==> src/rtl/pp_accum_stage_pkg.sv <==
// Shared types, default widths and cost helpers for the partial-product accumulate stage.
package pp_accum_stage_pkg;

    localparam int PP_W_DEF  = 15;
    localparam int ACC_W_DEF = 20;
    localparam int CNT_W_DEF = 5;
    localparam int COST_W    = 51;

    typedef enum logic [1:0] {
        ST_IDLE  = 2'd0,
        ST_ACCUM = 2'd1,
        ST_DONE  = 2'd2
    } state_t;

    // Per-bit weights of the ADD and MX primitives and of a magnitude-compare bit.
    localparam int ADD_COST_PER_BIT = 10;
    localparam int MX_COST_PER_BIT  = 4;
    localparam int CMP_COST_PER_BIT = 3;

    function automatic logic [COST_W-1:0] add_cost(input int w);
        return COST_W'(w * ADD_COST_PER_BIT);
    endfunction

    function automatic logic [COST_W-1:0] mx_cost(input int w);
        return COST_W'(w * MX_COST_PER_BIT);
    endfunction

    function automatic logic [COST_W-1:0] cmp_cost(input int w);
        return COST_W'(w * CMP_COST_PER_BIT);
    endfunction

endpackage

==> src/rtl/pp_accum_stage_if.sv <==
// Term input and result output handshake bundle of the accumulate stage.
interface pp_accum_stage_if
    import pp_accum_stage_pkg::*;
#(
    parameter int PP_W  = PP_W_DEF,
    parameter int ACC_W = ACC_W_DEF,
    parameter int CNT_W = CNT_W_DEF
);
    logic             i_valid;
    logic [PP_W-1:0]  i_align_pp;
    logic             i_last;
    logic             o_ready;
    logic             o_valid;
    logic             i_out_ready;
    logic [ACC_W-1:0] o_sum;
    logic [CNT_W-1:0] o_terms;
    logic             o_cnt_ovf;
    logic             o_ovf;

    modport master (
        output i_valid, i_align_pp, i_last, i_out_ready,
        input  o_ready, o_valid, o_sum, o_terms, o_cnt_ovf, o_ovf
    );

    modport slave (
        input  i_valid, i_align_pp, i_last, i_out_ready,
        output o_ready, o_valid, o_sum, o_terms, o_cnt_ovf, o_ovf
    );
endinterface

==> src/rtl/pp_accum_stage_add.sv <==
// Sign-extend + add datapath of the accumulator, saturating when PP_ACCUM_SAT_EN is defined.
module pp_acc_add
    import pp_accum_stage_pkg::*;
#(
    parameter int PP_W  = PP_W_DEF,
    parameter int ACC_W = ACC_W_DEF
) (
    input  logic [ACC_W-1:0]  acc,
    input  logic [PP_W-1:0]   pp,
    input  logic              start,
    output logic [ACC_W-1:0]  sum,
    output logic              ovf,
    output logic [COST_W-1:0] number
);
    logic [ACC_W-1:0] pp_ext;
    logic [ACC_W-1:0] base;
    logic [ACC_W-1:0] raw;

    // A fresh group adds onto zero, so its first term can never overflow.
    assign pp_ext = {{(ACC_W-PP_W){pp[PP_W-1]}}, pp};
    assign base   = start ? '0 : acc;
    assign raw    = base + pp_ext;

`ifdef PP_ACCUM_SAT_EN
    logic pos_ovf;
    logic neg_ovf;

    assign pos_ovf = ~base[ACC_W-1] & ~pp_ext[ACC_W-1] &  raw[ACC_W-1];
    assign neg_ovf =  base[ACC_W-1] &  pp_ext[ACC_W-1] & ~raw[ACC_W-1];
    assign sum     = pos_ovf ? {1'b0, {(ACC_W-1){1'b1}}} :
                     neg_ovf ? {1'b1, {(ACC_W-1){1'b0}}} : raw;
    assign ovf     = pos_ovf | neg_ovf;
    assign number  = add_cost(ACC_W) + mx_cost(ACC_W) + mx_cost(ACC_W) + mx_cost(ACC_W)
                   + cmp_cost(3);
`else
    assign sum    = raw;
    assign ovf    = 1'b0;
    assign number = add_cost(ACC_W) + mx_cost(ACC_W);
`endif

endmodule

==> src/rtl/pp_accum_stage.sv <==
// Accumulates one dot-product group of aligned partial products and hands the sum downstream.
// Optional saturation is enabled with the PP_ACCUM_SAT_EN macro.
module pp_accum_stage
    import pp_accum_stage_pkg::*;
#(
    parameter int PP_W  = PP_W_DEF,
    parameter int ACC_W = ACC_W_DEF,
    parameter int CNT_W = CNT_W_DEF
) (
    input  logic              i_clk,
    input  logic              i_rst_n,
    pp_accum_stage_if.slave   bus,
    output logic [COST_W-1:0] number
);
    state_t           state;
    state_t           next_state;
    logic [ACC_W-1:0] acc;
    logic [CNT_W-1:0] cnt;
    logic             cnt_ovf;
    logic             ovf;

    logic [ACC_W-1:0] sum_q;
    logic [CNT_W-1:0] terms_q;
    logic             cnt_ovf_q;
    logic             ovf_q;

    logic             ready;
    logic             accept;
    logic             start;
    logic [ACC_W-1:0] add_sum;
    logic             add_ovf;
    logic [CNT_W-1:0] cnt_next;
    logic             cnt_ovf_next;
    logic             ovf_next;

    pp_acc_add #(
        .PP_W  (PP_W),
        .ACC_W (ACC_W)
    ) u_add (
        .acc    (acc),
        .pp     (bus.i_align_pp),
        .start  (start),
        .sum    (add_sum),
        .ovf    (add_ovf),
        .number (number)
    );

    // NOTE: every combinational output is given a default first so no latch can be inferred.
    always_comb begin
        ready        = (state == ST_DONE) ? bus.i_out_ready : 1'b1;
        accept       = bus.i_valid & ready;
        start        = (state != ST_ACCUM);
        cnt_next     = CNT_W'(1);
        cnt_ovf_next = 1'b0;
        ovf_next     = add_ovf;
        next_state   = state;

        if (!start) begin
            cnt_next     = (&cnt) ? cnt : cnt + CNT_W'(1);
            cnt_ovf_next = cnt_ovf | (&cnt);
            ovf_next     = ovf | add_ovf;
        end

        case (state)
            ST_IDLE: begin
                if (accept) next_state = bus.i_last ? ST_DONE : ST_ACCUM;
            end
            ST_ACCUM: begin
                if (accept && bus.i_last) next_state = ST_DONE;
            end
            ST_DONE: begin
                // Consuming the result and opening the next group share a cycle.
                if (ready) begin
                    if (accept) next_state = bus.i_last ? ST_DONE : ST_ACCUM;
                    else        next_state = ST_IDLE;
                end
            end
            default: next_state = ST_IDLE;
        endcase
    end

    // NOTE: sequential state uses non-blocking assignments so every register samples pre-edge values.
    always_ff @(posedge i_clk) begin
        if (!i_rst_n) begin
            state     <= ST_IDLE;
            acc       <= '0;
            cnt       <= '0;
            cnt_ovf   <= 1'b0;
            ovf       <= 1'b0;
            sum_q     <= '0;
            terms_q   <= '0;
            cnt_ovf_q <= 1'b0;
            ovf_q     <= 1'b0;
        end else begin
            state <= next_state;
            if (accept) begin
                acc     <= add_sum;
                cnt     <= cnt_next;
                cnt_ovf <= cnt_ovf_next;
                ovf     <= ovf_next;
            end
            // Result registers only move on the closing term, which holds them under backpressure.
            if (accept && bus.i_last) begin
                sum_q     <= add_sum;
                terms_q   <= cnt_next;
                cnt_ovf_q <= cnt_ovf_next;
                ovf_q     <= ovf_next;
            end
        end
    end

    assign bus.o_ready   = ready;
    assign bus.o_valid   = (state == ST_DONE);
    assign bus.o_sum     = sum_q;
    assign bus.o_terms   = terms_q;
    assign bus.o_cnt_ovf = cnt_ovf_q;
    assign bus.o_ovf     = ovf_q;

endmodule

==> src/flat_wrapper.sv <==
// flat-port wrapper written by rule: the top's interface ports become plain ports
module pp_accum_stage_flat import pp_accum_stage_pkg::*;
#(
    parameter int PP_W  = PP_W_DEF,
    parameter int ACC_W = ACC_W_DEF,
    parameter int CNT_W = CNT_W_DEF
)
  (i_clk, i_rst_n, number, bus_i_valid, bus_i_align_pp, bus_i_last, bus_i_out_ready, bus_o_ready, bus_o_valid, bus_o_sum, bus_o_terms, bus_o_cnt_ovf, bus_o_ovf);
  pp_accum_stage_if #(.PP_W(PP_W), .ACC_W(ACC_W), .CNT_W(CNT_W)) bus_i ();
  input  logic i_clk;
  input  logic i_rst_n;
  output logic [COST_W-1:0] number;
  input wire logic [$bits(bus_i.i_valid)-1:0] bus_i_valid;
  input wire logic [$bits(bus_i.i_align_pp)-1:0] bus_i_align_pp;
  input wire logic [$bits(bus_i.i_last)-1:0] bus_i_last;
  input wire logic [$bits(bus_i.i_out_ready)-1:0] bus_i_out_ready;
  output wire logic [$bits(bus_i.o_ready)-1:0] bus_o_ready;
  output wire logic [$bits(bus_i.o_valid)-1:0] bus_o_valid;
  output wire logic [$bits(bus_i.o_sum)-1:0] bus_o_sum;
  output wire logic [$bits(bus_i.o_terms)-1:0] bus_o_terms;
  output wire logic [$bits(bus_i.o_cnt_ovf)-1:0] bus_o_cnt_ovf;
  output wire logic [$bits(bus_i.o_ovf)-1:0] bus_o_ovf;
  assign bus_i.i_valid = bus_i_valid;
  assign bus_i.i_align_pp = bus_i_align_pp;
  assign bus_i.i_last = bus_i_last;
  assign bus_i.i_out_ready = bus_i_out_ready;
  assign bus_o_ready = bus_i.o_ready;
  assign bus_o_valid = bus_i.o_valid;
  assign bus_o_sum = bus_i.o_sum;
  assign bus_o_terms = bus_i.o_terms;
  assign bus_o_cnt_ovf = bus_i.o_cnt_ovf;
  assign bus_o_ovf = bus_i.o_ovf;
  pp_accum_stage #(.PP_W(PP_W), .ACC_W(ACC_W), .CNT_W(CNT_W)) u_core (.i_clk(i_clk), .i_rst_n(i_rst_n), .bus(bus_i), .number(number));
endmodule
==> config.mk <==
export PLATFORM = sky130hd
export DESIGN_NAME = pp_accum_stage_flat
export DESIGN_NICKNAME = d
export VERILOG_FILES = /design/src/rtl/pp_accum_stage_pkg.sv /design/src/rtl/pp_accum_stage_if.sv /design/src/rtl/pp_accum_stage_add.sv /design/src/rtl/pp_accum_stage.sv /design/src/flat_wrapper.sv
export SDC_FILE = /design/constraint.sdc
export NUM_CORES = 1
export LEC_CHECK = 0
export ABC_AREA = 1
export ABC_CLOCK_PERIOD_IN_PS = 2600
export BUFFER_PORTS_ARGS = -buffer_cell sky130_fd_sc_hd__buf_2
export CAP_MARGIN = 20
export CORE_MARGIN = 2
export CORE_UTILIZATION = 49
export CTS_CLUSTER_SIZE = 24
export DETAILED_ROUTE_END_ITERATION = 8
export GPL_ROUTABILITY_DRIVEN = 0
export PLACE_DENSITY_LB_ADDON = 0.08
export SLEW_MARGIN = 20
export SYNTH_ARGS = -nofsm -noshare
export SYNTH_HDL_FRONTEND = slang
export SYNTH_SLANG_ARGS = --single-unit
==> constraint.sdc <==
create_clock -name i_clk -period 2.6 [get_ports i_clk]
set_input_delay 0.52 -clock i_clk [delete_from_list [all_inputs] [get_ports i_clk]]
set_output_delay 0.52 -clock i_clk [all_outputs]
set_load 0.005 [all_outputs]
# Word level (Yosys, flattened, before mapping)
# Index checks and enable logic that the tools add are counted.
# W data, S select, Z words.
# classes
add_sub_neg	2
mul	0
n_div	0
order_cmp	0
n_eq_ne	6
shift	0
n_mux	12
bitwise_logic	2
reduce_logical	4
# ops
operator	count
$add A20 B20 Y20	1
$mux W20	1
$mux W2	5
$mux W5	2
$ne A2 B1 Y1 const B	3
$pmux W2 S3	1
$add A5 B1 Y5 const B	1
$reduce_and A5 Y1	1
$mux W1	3
$reduce_and A3 Y1	1
$eq A2 B1 Y1 const B	1
$eq A2 B2 Y1 const B	1
$logic_not A2 Y1	1
$ne A2 B2 Y1 const B	1
$and A1 B1 Y1	1
$logic_and A1 B1 Y1	1
$or A1 B1 Y1	1
# word_totals
reg_bits	56
latch_bits	0
ramBits	0
romBits	0
inputBits	20
out_inout_bits	80
wordCells	35
memories	0

# Depth between registers and ports, before layout
# Gate-level depths: netlist of run 1.
# logic_depth
ltp_word	6
mapped_depth	18
depth_no_buf	17

# Modules after synthesis
# Synthesis of run 1 repeated with hierarchy kept, for this count alone.
# hier_totals
hier_cells	595
area_unflattened_um2	3902.5
# by_module_without_submodules
mod	instances	cells_each	area_each_um2	seq_area_each_um2
pp_accum_stage	1	274	2159.6	1121.1
pp_acc_add	1	321	1742.9	0.0

# Worst setup path before layout of run 1
# OpenSTA, ideal clock, no wires.
# synth_path
kind	register to register
startpoint	register u_core.state[0]
endpoint	register u_core.acc[12]
setup_ps	109
arrival_time_ps	2389
required_ps	2491
path_slack_ps	102
stages_incl_launch_ff	19
path_buffers	2
period_less_slack_ps	2498
cell_sequence	dfxtp_1 inv_1 nor2_2 inv_1 buf_2 buf_1 nor2_1 ha_1 fa_1 nand3_1 nand3_1 nand2_1 nand2_1 nand2_1 nand2_1 nand2_1 nand3_1 nand2_1 inv_1
# synth_between
elab_chain_cells	3
elab_cells_between_ends	6
classes_between	add/sub (1); eq/ne (2); mux (2); bitwise (1)
# synth_lines
element	line_no	source
start, declared	pp_accum_stage.sv:15	state_t state;
start signal, assigned	pp_accum_stage.sv:95	state <= next_state;
$ne A2 B1 Y1 or $eq A2 B2 Y1 (tied branches)	pp_accum_stage.sv:52, pp_accum_stage.sv:50	
$mux W20 or $mux W1 (tied branches)	pp_accum_stage_add.sv:21, pp_accum_stage.sv:50	
$add A20 B20 Y20 or $and A1 B1 Y1 (tied branches)	pp_accum_stage_add.sv:22, pp_accum_stage.sv:51	
end signal, assigned	pp_accum_stage.sv:97	acc <= add_sum;
end, declared	pp_accum_stage.sv:17	logic [ACC_W-1:0] acc;
# Several ways; a longest one is shown, not always the timed one.
# A chain may end at the register's enable or synchronous reset.

# Worst setup path after layout of run 1
# layout_path
startpoint	register u_core.state[0]
endpoint	register u_core.sum_q[11] (netlist: u_core.bus.o_sum[11])
# layout_between
elab_chain_cells	4
elab_cells_between_ends	7
classes_between	add/sub (1); eq/ne (2); mux (2); bitwise (1); reduce/logical (1)
# layout_lines
element	line_no	source
parallel branches: the longest is 4 deep, another holds $add A20 B20 Y20	n/a	
end signal, assigned	pp_accum_stage.sv:104	sum_q <= add_sum;
end, declared	pp_accum_stage.sv:22	logic [ACC_W-1:0] sum_q;
# Parallel ways; which one is timed is not known.

==> results of run 1 <==
## cell families after synthesis
kind of cell,Yosys count,synth area share
compound gates,100,0.142
xor+xnor,10,0.0224
fa+ha+maj,21,0.0692
buf+inv,171,0.221
flops,56,0.287
other cells,2,0.00192
simple gates,241,0.256
## worst max-delay path by stage
| stage | to | slack [ns] | cells after the start |
|---|---|---|---|
| detailed placement | u_core.acc[12] | 0.23 | 17 |
| global route | u_core.acc[17] | 0.06 | 16 |
| finish | u_core.bus.o_sum[11] | 0.24 | 16 |
| CTS | u_core.acc[12] | 0.21 | 17 |
| global placement | u_core.acc[8] | 0.29 | 14 |
| floorplan | u_core.acc[12] | 0.10 | 18 |
## worst max-delay path, stage by stage (launching register included)
cell                      delay (ns)
sky130_fd_sc_hd__dfxtp_1        0.39
sky130_fd_sc_hd__inv_1          0.09
sky130_fd_sc_hd__nor2_2         0.10
sky130_fd_sc_hd__inv_1          0.07
sky130_fd_sc_hd__buf_12         0.15
sky130_fd_sc_hd__nor2_1         0.20
sky130_fd_sc_hd__ha_1           0.30
sky130_fd_sc_hd__nand3_1        0.10
sky130_fd_sc_hd__nand3_1        0.18
sky130_fd_sc_hd__nand3_1        0.12
sky130_fd_sc_hd__nand2_1        0.12
sky130_fd_sc_hd__nand2_1        0.10
sky130_fd_sc_hd__nand2_1        0.05
sky130_fd_sc_hd__nand2_1        0.08
sky130_fd_sc_hd__nand3_1        0.09
sky130_fd_sc_hd__nand2_1        0.08
sky130_fd_sc_hd__inv_1          0.03
## cells in the final DEF, fill, tap and decap left out
| master | Yosys | final |
|---|---|---|
| sky130_fd_sc_hd__buf_4 | 53 | 5 |
| sky130_fd_sc_hd__o21ai_1 | 2 | 2 |
| sky130_fd_sc_hd__nand2_2 | 1 | 1 |
| sky130_fd_sc_hd__nor2_4 | 1 | 1 |
| sky130_fd_sc_hd__inv_6 | 0 | 2 |
| sky130_fd_sc_hd__o21ai_0 | 25 | 25 |
| sky130_fd_sc_hd__xnor2_1 | 6 | 6 |
| sky130_fd_sc_hd__nand4_1 | 1 | 1 |
| sky130_fd_sc_hd__nor3_1 | 3 | 3 |
| sky130_fd_sc_hd__buf_2 | 5 | 48 |
| sky130_fd_sc_hd__inv_2 | 3 | 3 |
| sky130_fd_sc_hd__nand3b_1 | 4 | 4 |
| sky130_fd_sc_hd__a21oi_1 | 52 | 52 |
| sky130_fd_sc_hd__xor2_1 | 4 | 4 |
| sky130_fd_sc_hd__o211ai_1 | 2 | 2 |
| sky130_fd_sc_hd__ha_1 | 20 | 20 |
| sky130_fd_sc_hd__buf_12 | 0 | 2 |
| sky130_fd_sc_hd__fa_2 | 0 | 1 |
| sky130_fd_sc_hd__nor2_1 | 53 | 53 |
| sky130_fd_sc_hd__inv_8 | 0 | 1 |
| sky130_fd_sc_hd__o2111ai_1 | 2 | 2 |
| sky130_fd_sc_hd__o21a_1 | 12 | 12 |
| sky130_fd_sc_hd__nor2_2 | 1 | 1 |
| sky130_fd_sc_hd__inv_1 | 100 | 100 |
| sky130_fd_sc_hd__nand2_4 | 1 | 1 |
| sky130_fd_sc_hd__conb_1 | 2 | 51 |
| sky130_fd_sc_hd__a211oi_1 | 1 | 1 |
| sky130_fd_sc_hd__and2_1 | 1 | 1 |
| sky130_fd_sc_hd__nand2_1 | 133 | 133 |
| sky130_fd_sc_hd__o21bai_1 | 4 | 4 |
| sky130_fd_sc_hd__nand3_1 | 42 | 42 |
| sky130_fd_sc_hd__dfxtp_1 | 56 | 56 |
| sky130_fd_sc_hd__clkbuf_8 | 0 | 5 |
## stage by stage
step	setup WS, ns	instances
3_3_place_gp	0.287	739
4_1_cts	0.205	747
2_1_floorplan	0.102	650
3_5_place_dp	0.232	739
5_1_grt	0.0591	747
6_report	0.242	747
## area by class of cell
type / count / area (sq um)
tap: 102 / 128
inverter: 103 / 387
clock buffer: 5 / 68.8
timing repair buffer: 55 / 318
multi-input combinational: 423 / 2110
sequential: 56 / 1120
clock inverter: 3 / 28.8
fill: 810 / 3570
## flip-flops by register name, indices dropped and copies added, names as in the netlist
register              flops
u_core.acc               20
u_core.bus.o_cnt_ovf      1
u_core.bus.o_ovf          1
u_core.bus.o_sum         20
u_core.bus.o_terms        5
u_core.cnt                5
u_core.cnt_ovf            1
u_core.ovf                1
u_core.state              2
## layer usage
metal	vias to the layer above	GRT usage	wire length, um
met5	-	0	0
met4	0	0.0625	150
met3	14	0.0387	434
met2	88	0.372	4340
met1	1549	0.256	3960
li1	1858	-	-
## what timing repair did
item / in CTS / in global routing
gates resized for setup: 0 / 1
endpoints found under the setup margin: 0 / 1
endpoints found under the hold margin: 0 / 0
## power by group through the flow
stage                     logic (uW)  clock network (uW)  registers, uW
after global placement           388                   0            959
final                            394                 537            940
after global routing             452                 595            948
after floorplan                  330                   0            959
after detailed placement         391                   0            960
after CTS                        394                 562            941
==> flow_metrics.py, run 1 <==
metrics = {
    "outcome": {
        "run_status": "finished, final reports clean",
    },
    "clock_network": {
        "cts.reportedPaths.clkPinSlew_ns": 0.12,
        "ctsRootBufferMaster": "sky130_fd_sc_hd__clkbuf_8",
        "numCtsBuffers": 5,
        "cts_sinks": 56,
        "post_cts_buffers": 0,
        "cts_tree": "built",
        "ctsHtreeMaxLevel": 2,
        "hold_buffers": 0,
        "clock_insertion_delay_worst_skew_ns": 0.33,
        "max-clock-path-buffers": 2,
    },
    "die": {
        "i_o_pins": 100,
        "chipWidth_um": 93.3,
        "initial_cell_density_of_the_core": 0.505,
        "floorplan.rows": 32,
        "dieArea_sq_mm": 0.00870,
        "floorplan.core_area_sq_mm": 0.00773,
        "die_height_um": 93.3,
    },
    "synth": {
        "synth.ff_latch_count": 56,
        "netlist.top_cell.by_area": "sky130_fd_sc_hd__dfxtp_1",
        "synth-seq-area-share": 0.287,
        "synth_area_per_cell_sq_um": 6.50,
        "synth_async_sr_flop_share": 0,
        "syn-cell-area_sq_mm": 0.00390,
        "synth_edf_count": 0,
        "netlist.area_leader.share": 0.287,
        "netlist_instances": 601,
        "ys_top_cells_by_area": "sky130_fd_sc_hd__dfxtp_1 29%, sky130_fd_sc_hd__nand2_1 13%, sky130_fd_sc_hd__buf_4 10%",
        "postSynth.topFlopCell": "sky130_fd_sc_hd__dfxtp_1",
        "synth.distinct_cells": 32,
        "post_synth_most_frequent_cells": "133 x sky130_fd_sc_hd__nand2_1, 100 x sky130_fd_sc_hd__inv_1, 56 x sky130_fd_sc_hd__dfxtp_1",
        "synth_warnings": 0,
        "yosysMostFrequentCell": "sky130_fd_sc_hd__nand2_1",
    },
    "worst_hold_path": {
        "holdCritStartpoint": "u_core.ovf",
        "holdCritPathClass": "flop to flop",
        "holdPathEnd": "u_core.ovf",
        "hold_depth": 2,
    },
    "sta": {
        "max_clock_freq_ghz": 0.424,
        "setup-violations-final": 0,
        "timing_hold_violations_final": 0,
        "grt_setup_unrepaired": "no",
        "timing.final.max_slew_violations": 0,
        "fin_setup_tns_ns": 0,
        "worst_clock_skew_ns": 0.0114,
        "min_period_over_period": 0.907,
        "timing.final.crit_period_ns": 2.36,
        "finalHoldWorstSlack_ns": 0.438,
    },
    "route": {
        "dr.first_iter.drc_count": 121,
        "routedWlPerCell_um": 11.9,
        "antenna_left": 0,
        "vias": 3509,
        "drt-vias-per-instance": 4.70,
        "wirelength_um": 8890,
        "drc": 0,
        "detailedRoute.firstPassIterationCount": 4,
    },
    "placed_design": {
        "placed_area_sq_mm": 0.00406,
        "dp.final_hpwl_um": 6600,
        "port_buffers": 48,
    },
    "setup_path": {
        "worstSetupStartpoint": "u_core.state[0]",
        "end_kind": "flop",
        "crit_path_required_time_ns": 2.83,
        "worstPathMaxFanout": 22,
        "r2r-start": "u_core.state[0]",
        "crit_arrival_ns": 2.59,
        "kind_of_start_point_of_the_critical_path": "flop",
        "reg2reg_depth": 16,
        "reg2reg_slack_ns": 0.24,
        "timing.rr.end": "u_core.bus.o_sum[11]",
        "path_class": "flop to flop",
    },
    "power_and_ir_drop": {
        "power.share.sequential": 0.503,
        "power.leakage_uw": 0.00234,
        "power_switching_share": 0.325,
        "clock_network_fraction_of_design_power": 0.287,
        "worst_ir_drop_vdd_mv": 0.291,
        "p_per_area_mw_per_mm2": 450,
        "combPwrFrac": 0.210,
        "net-switching-power_uw": 607,
        "finalPower_uw": 1870,
        "internal-power_uw": 1260,
    },
    "global_routing": {
        "grt_pass1_wl_um": 14600,
        "vias_in_the_first_global_route": 3252,
        "grt.overflow.total": 0,
        "antenna_found_initial": 0,
        "overall_routing_resource_usage": 0.209,
        "largest_net_degree_at_the_start_of_global_routing": 31,
    },
    "cells_and_area": {
        "syn_to_final_growth_pct": 6.50,
        "post_route_cells_drive_above_1_share": 0.110,
        "final_cell_area_sq_mm": 0.00416,
        "insertedDiodeCount": 0,
        "fin_util": 0.538,
        "design.final.nets": 685,
    },
    "job": {
        "maxCapViolCount": 0,
    },
}
Note: power is estimated with default switching activity, not from simulation.
==> inputs of run 2 (changes only) <==
--- a/config.mk
+++ b/config.mk
@@ -6,13 +6,13 @@
 export NUM_CORES = 1
 export LEC_CHECK = 0
 export ABC_AREA = 1
-export ABC_CLOCK_PERIOD_IN_PS = 2600
-export BUFFER_PORTS_ARGS = -buffer_cell sky130_fd_sc_hd__buf_2
+export ABC_CLOCK_PERIOD_IN_PS = 2700
 export CAP_MARGIN = 20
 export CORE_MARGIN = 2
-export CORE_UTILIZATION = 49
+export CORE_UTILIZATION = 50
 export CTS_CLUSTER_SIZE = 24
 export DETAILED_ROUTE_END_ITERATION = 8
+export DONT_BUFFER_PORTS = 1
 export GPL_ROUTABILITY_DRIVEN = 0
 export PLACE_DENSITY_LB_ADDON = 0.08
 export SLEW_MARGIN = 20
==> constraint.sdc (replaced) <==
create_clock -name i_clk -period 2.7 [get_ports i_clk]
set_input_delay 0.54 -clock i_clk [delete_from_list [all_inputs] [get_ports i_clk]]
set_output_delay 0.54 -clock i_clk [all_outputs]
set_load 0.005 [all_outputs]
==> flow_metrics.py, run 2 (same netlist as run 1, synthesis figures left out) <==
metrics = {
    "global_routing": {
        "largest_net_degree_at_the_start_of_global_routing": 43,
        "antenna_found_initial": 0,
        "grt.overflow.total": 0,
        "overall_routing_resource_usage": 0.208,
        "grt_pass1_wl_um": 14300,
        "vias_in_the_first_global_route": 3116,
    },
    "sta": {
        "setup-violations-final": 0,
        "timing_hold_violations_final": 0,
        "timing.final.max_slew_violations": 0,
        "worst_clock_skew_ns": 0.00600,
        "tightestPinTransition_ns": 0.883,
        "timing.final.crit_period_ns": 2.46,
        "final_critical_path_setup_slack_ns": 0.236,
        "fin_setup_tns_ns": 0,
        "min_period_over_period": 0.913,
        "worst_slew_margin_rel": 0.410,
        "max_clock_freq_ghz": 0.406,
    },
    "clock_network": {
        "ctsHtreeMaxLevel": 2,
        "numCtsBuffers": 5,
        "clock_insertion_delay_worst_skew_ns": 0.32,
        "cts_sinks": 56,
        "max-clock-path-buffers": 2,
        "cts_repair_resizes": 0,
        "cts.reportedPaths.clkPinSlew_ns": 0.11,
        "ctsRootBufferMaster": "sky130_fd_sc_hd__clkbuf_8",
        "hold_buffers": 0,
        "post_cts_buffers": 0,
        "cts_tree": "built",
    },
    "route": {
        "routedWlPerCell_um": 12.4,
        "dr.first_iter.drc_count": 107,
        "detailroute.wirelength.met2_um": 4120,
        "route.top_layer_used": "met4",
        "vias": 3349,
        "drc": 0,
        "routedLengthMet1_um": 3970,
        "wirelength_um": 8620,
        "antenna_left": 0,
        "met3_length_um": 382,
        "detailedRoute.firstPassIterationCount": 5,
        "drt-vias-per-instance": 4.80,
    },
    "cells_and_area": {
        "post_route_cells_drive_above_1_share": 0.0403,
        "syn_to_final_growth_pct": -0.449,
        "fin_util": 0.508,
        "layout_common_cells": "132 x sky130_fd_sc_hd__nand2_1, 100 x sky130_fd_sc_hd__inv_1, 56 x sky130_fd_sc_hd__dfxtp_1, 53 x sky130_fd_sc_hd__nor2_1, 51 x sky130_fd_sc_hd__conb_1",
        "most_frequent_standard_cell_in_the_layout_excluding_fill_and_tap_cells": "sky130_fd_sc_hd__nand2_1",
        "insertedDiodeCount": 0,
        "design.final.nets": 635,
        "n_fill_cell": 844,
    },
    "power_and_ir_drop": {
        "combPwrFrac": 0.185,
        "finalPower_uw": 1720,
        "clock_network_fraction_of_design_power": 0.285,
        "p_per_area_mw_per_mm2": 443,
        "net-switching-power_uw": 542,
        "worst_ir_drop_vdd_mv": 0.262,
        "power.share.sequential": 0.530,
        "power.leakage_uw": 0.00211,
        "internal-power_uw": 1180,
        "power_switching_share": 0.315,
    },
    "setup_path": {
        "kind_of_start_point_of_the_critical_path": "flop",
        "worstSetupStartpoint": "u_core.state[0]",
        "end_kind": "flop",
        "reg2reg_slack_ns": 0.24,
        "path_class": "flop to flop",
        "worstPathMaxFanout": 12,
        "crit_path_required_time_ns": 2.93,
        "crit_arrival_ns": 2.69,
        "r2r-start": "u_core.state[0]",
    },
    "outcome": {
        "run_status": "finished, final reports clean",
    },
    "worst_hold_path": {
        "holdCritPathClass": "input port to flop",
        "holdCritStartpoint": "i_rst_n",
    },
    "placed_design": {
        "post-place-ws_ns": 0.172,
        "port_buffers": 0,
        "dp.final_hpwl_um": 6320,
    },
    "job": {
        "maxCapViolCount": 0,
    },
    "die": {
        "die_height_um": 92.4,
        "chipWidth_um": 92.4,
        "floorplan.rows": 32,
        "dieArea_sq_mm": 0.00853,
        "floorplan.core_area_sq_mm": 0.00765,
        "initial_cell_density_of_the_core": 0.511,
        "i_o_pins": 100,
    },
}
run 2: cell types whose count changed in the layout (fill, tap and decap cells not counted), sizes merged:
cell	before	now
clkinvlp	0	1
buf	55	5
inv	106	105
run 2: worst max-delay path: stages, from the launching register on:
cell and delay (ns):
sky130_fd_sc_hd__dfxtp_1 0.40, sky130_fd_sc_hd__inv_1 0.10, sky130_fd_sc_hd__nor2_2 0.11, sky130_fd_sc_hd__inv_1 0.08
sky130_fd_sc_hd__buf_4 0.19, sky130_fd_sc_hd__nor2_1 0.13, sky130_fd_sc_hd__ha_1 0.30, sky130_fd_sc_hd__nand2_1 0.12
sky130_fd_sc_hd__inv_1 0.06, sky130_fd_sc_hd__a21oi_1 0.14, sky130_fd_sc_hd__nand3_1 0.22, sky130_fd_sc_hd__nand2_1 0.18
sky130_fd_sc_hd__nand2_1 0.06, sky130_fd_sc_hd__nand2_1 0.07, sky130_fd_sc_hd__nand3_1 0.08, sky130_fd_sc_hd__nand2_1 0.09
sky130_fd_sc_hd__inv_1 0.04
run 2: final cells by class:
class                      count  area (sq um)  share of cell area
clock inverter                 3          25.0             0.00644
sequential                    56          1120               0.288
timing repair buffer           5          37.5             0.00966
tap                          102           128              0.0328
multi-input combinational    423          2120               0.546
inverter                     103           387              0.0995
clock buffer                   5          68.8              0.0177
run 2: routing by layer:
metal  GRT usage  up-vias
met4      0.0572        0
met1       0.256     1508
met3      0.0431       13
met2       0.366       71
li1            -     1757
met5           0        -
run 2: through the flow:
| step | hold WS (ns) | cells | area [sq um] |
|---|---|---|---|
| floorplan | 0.409 | 650 | 4090 |
| global placement | 0.421 | 689 | 3780 |
| detailed placement | 0.421 | 689 | 3780 |
| CTS | 0.330 | 697 | 3870 |
| global route | 0.337 | 697 | 3890 |
| finish | 0.342 | 697 | 3890 |
run 2: worst paths after layout:
| check | end | depth (start not counted) |
|---|---|---|
| setup / recovery | u_core.bus.o_sum[18] | 16 |
| hold / removal | u_core.acc[0] | 2 |
| setup reg to reg | u_core.bus.o_sum[18] | 16 |
| hold reg to reg | u_core.ovf | 2 |
run 2: power by group through the flow:
stage / Clock [uW] / Sequential [uW] / Combinational (uW)
2_1_floorplan: 0 / 924 / 318
3_3_place_gp: 0 / 931 / 311
3_5_place_dp: 0 / 932 / 314
4_1_cts: 519 / 913 / 316
5_1_grt: 545 / 919 / 370
6_report: 491 / 912 / 318
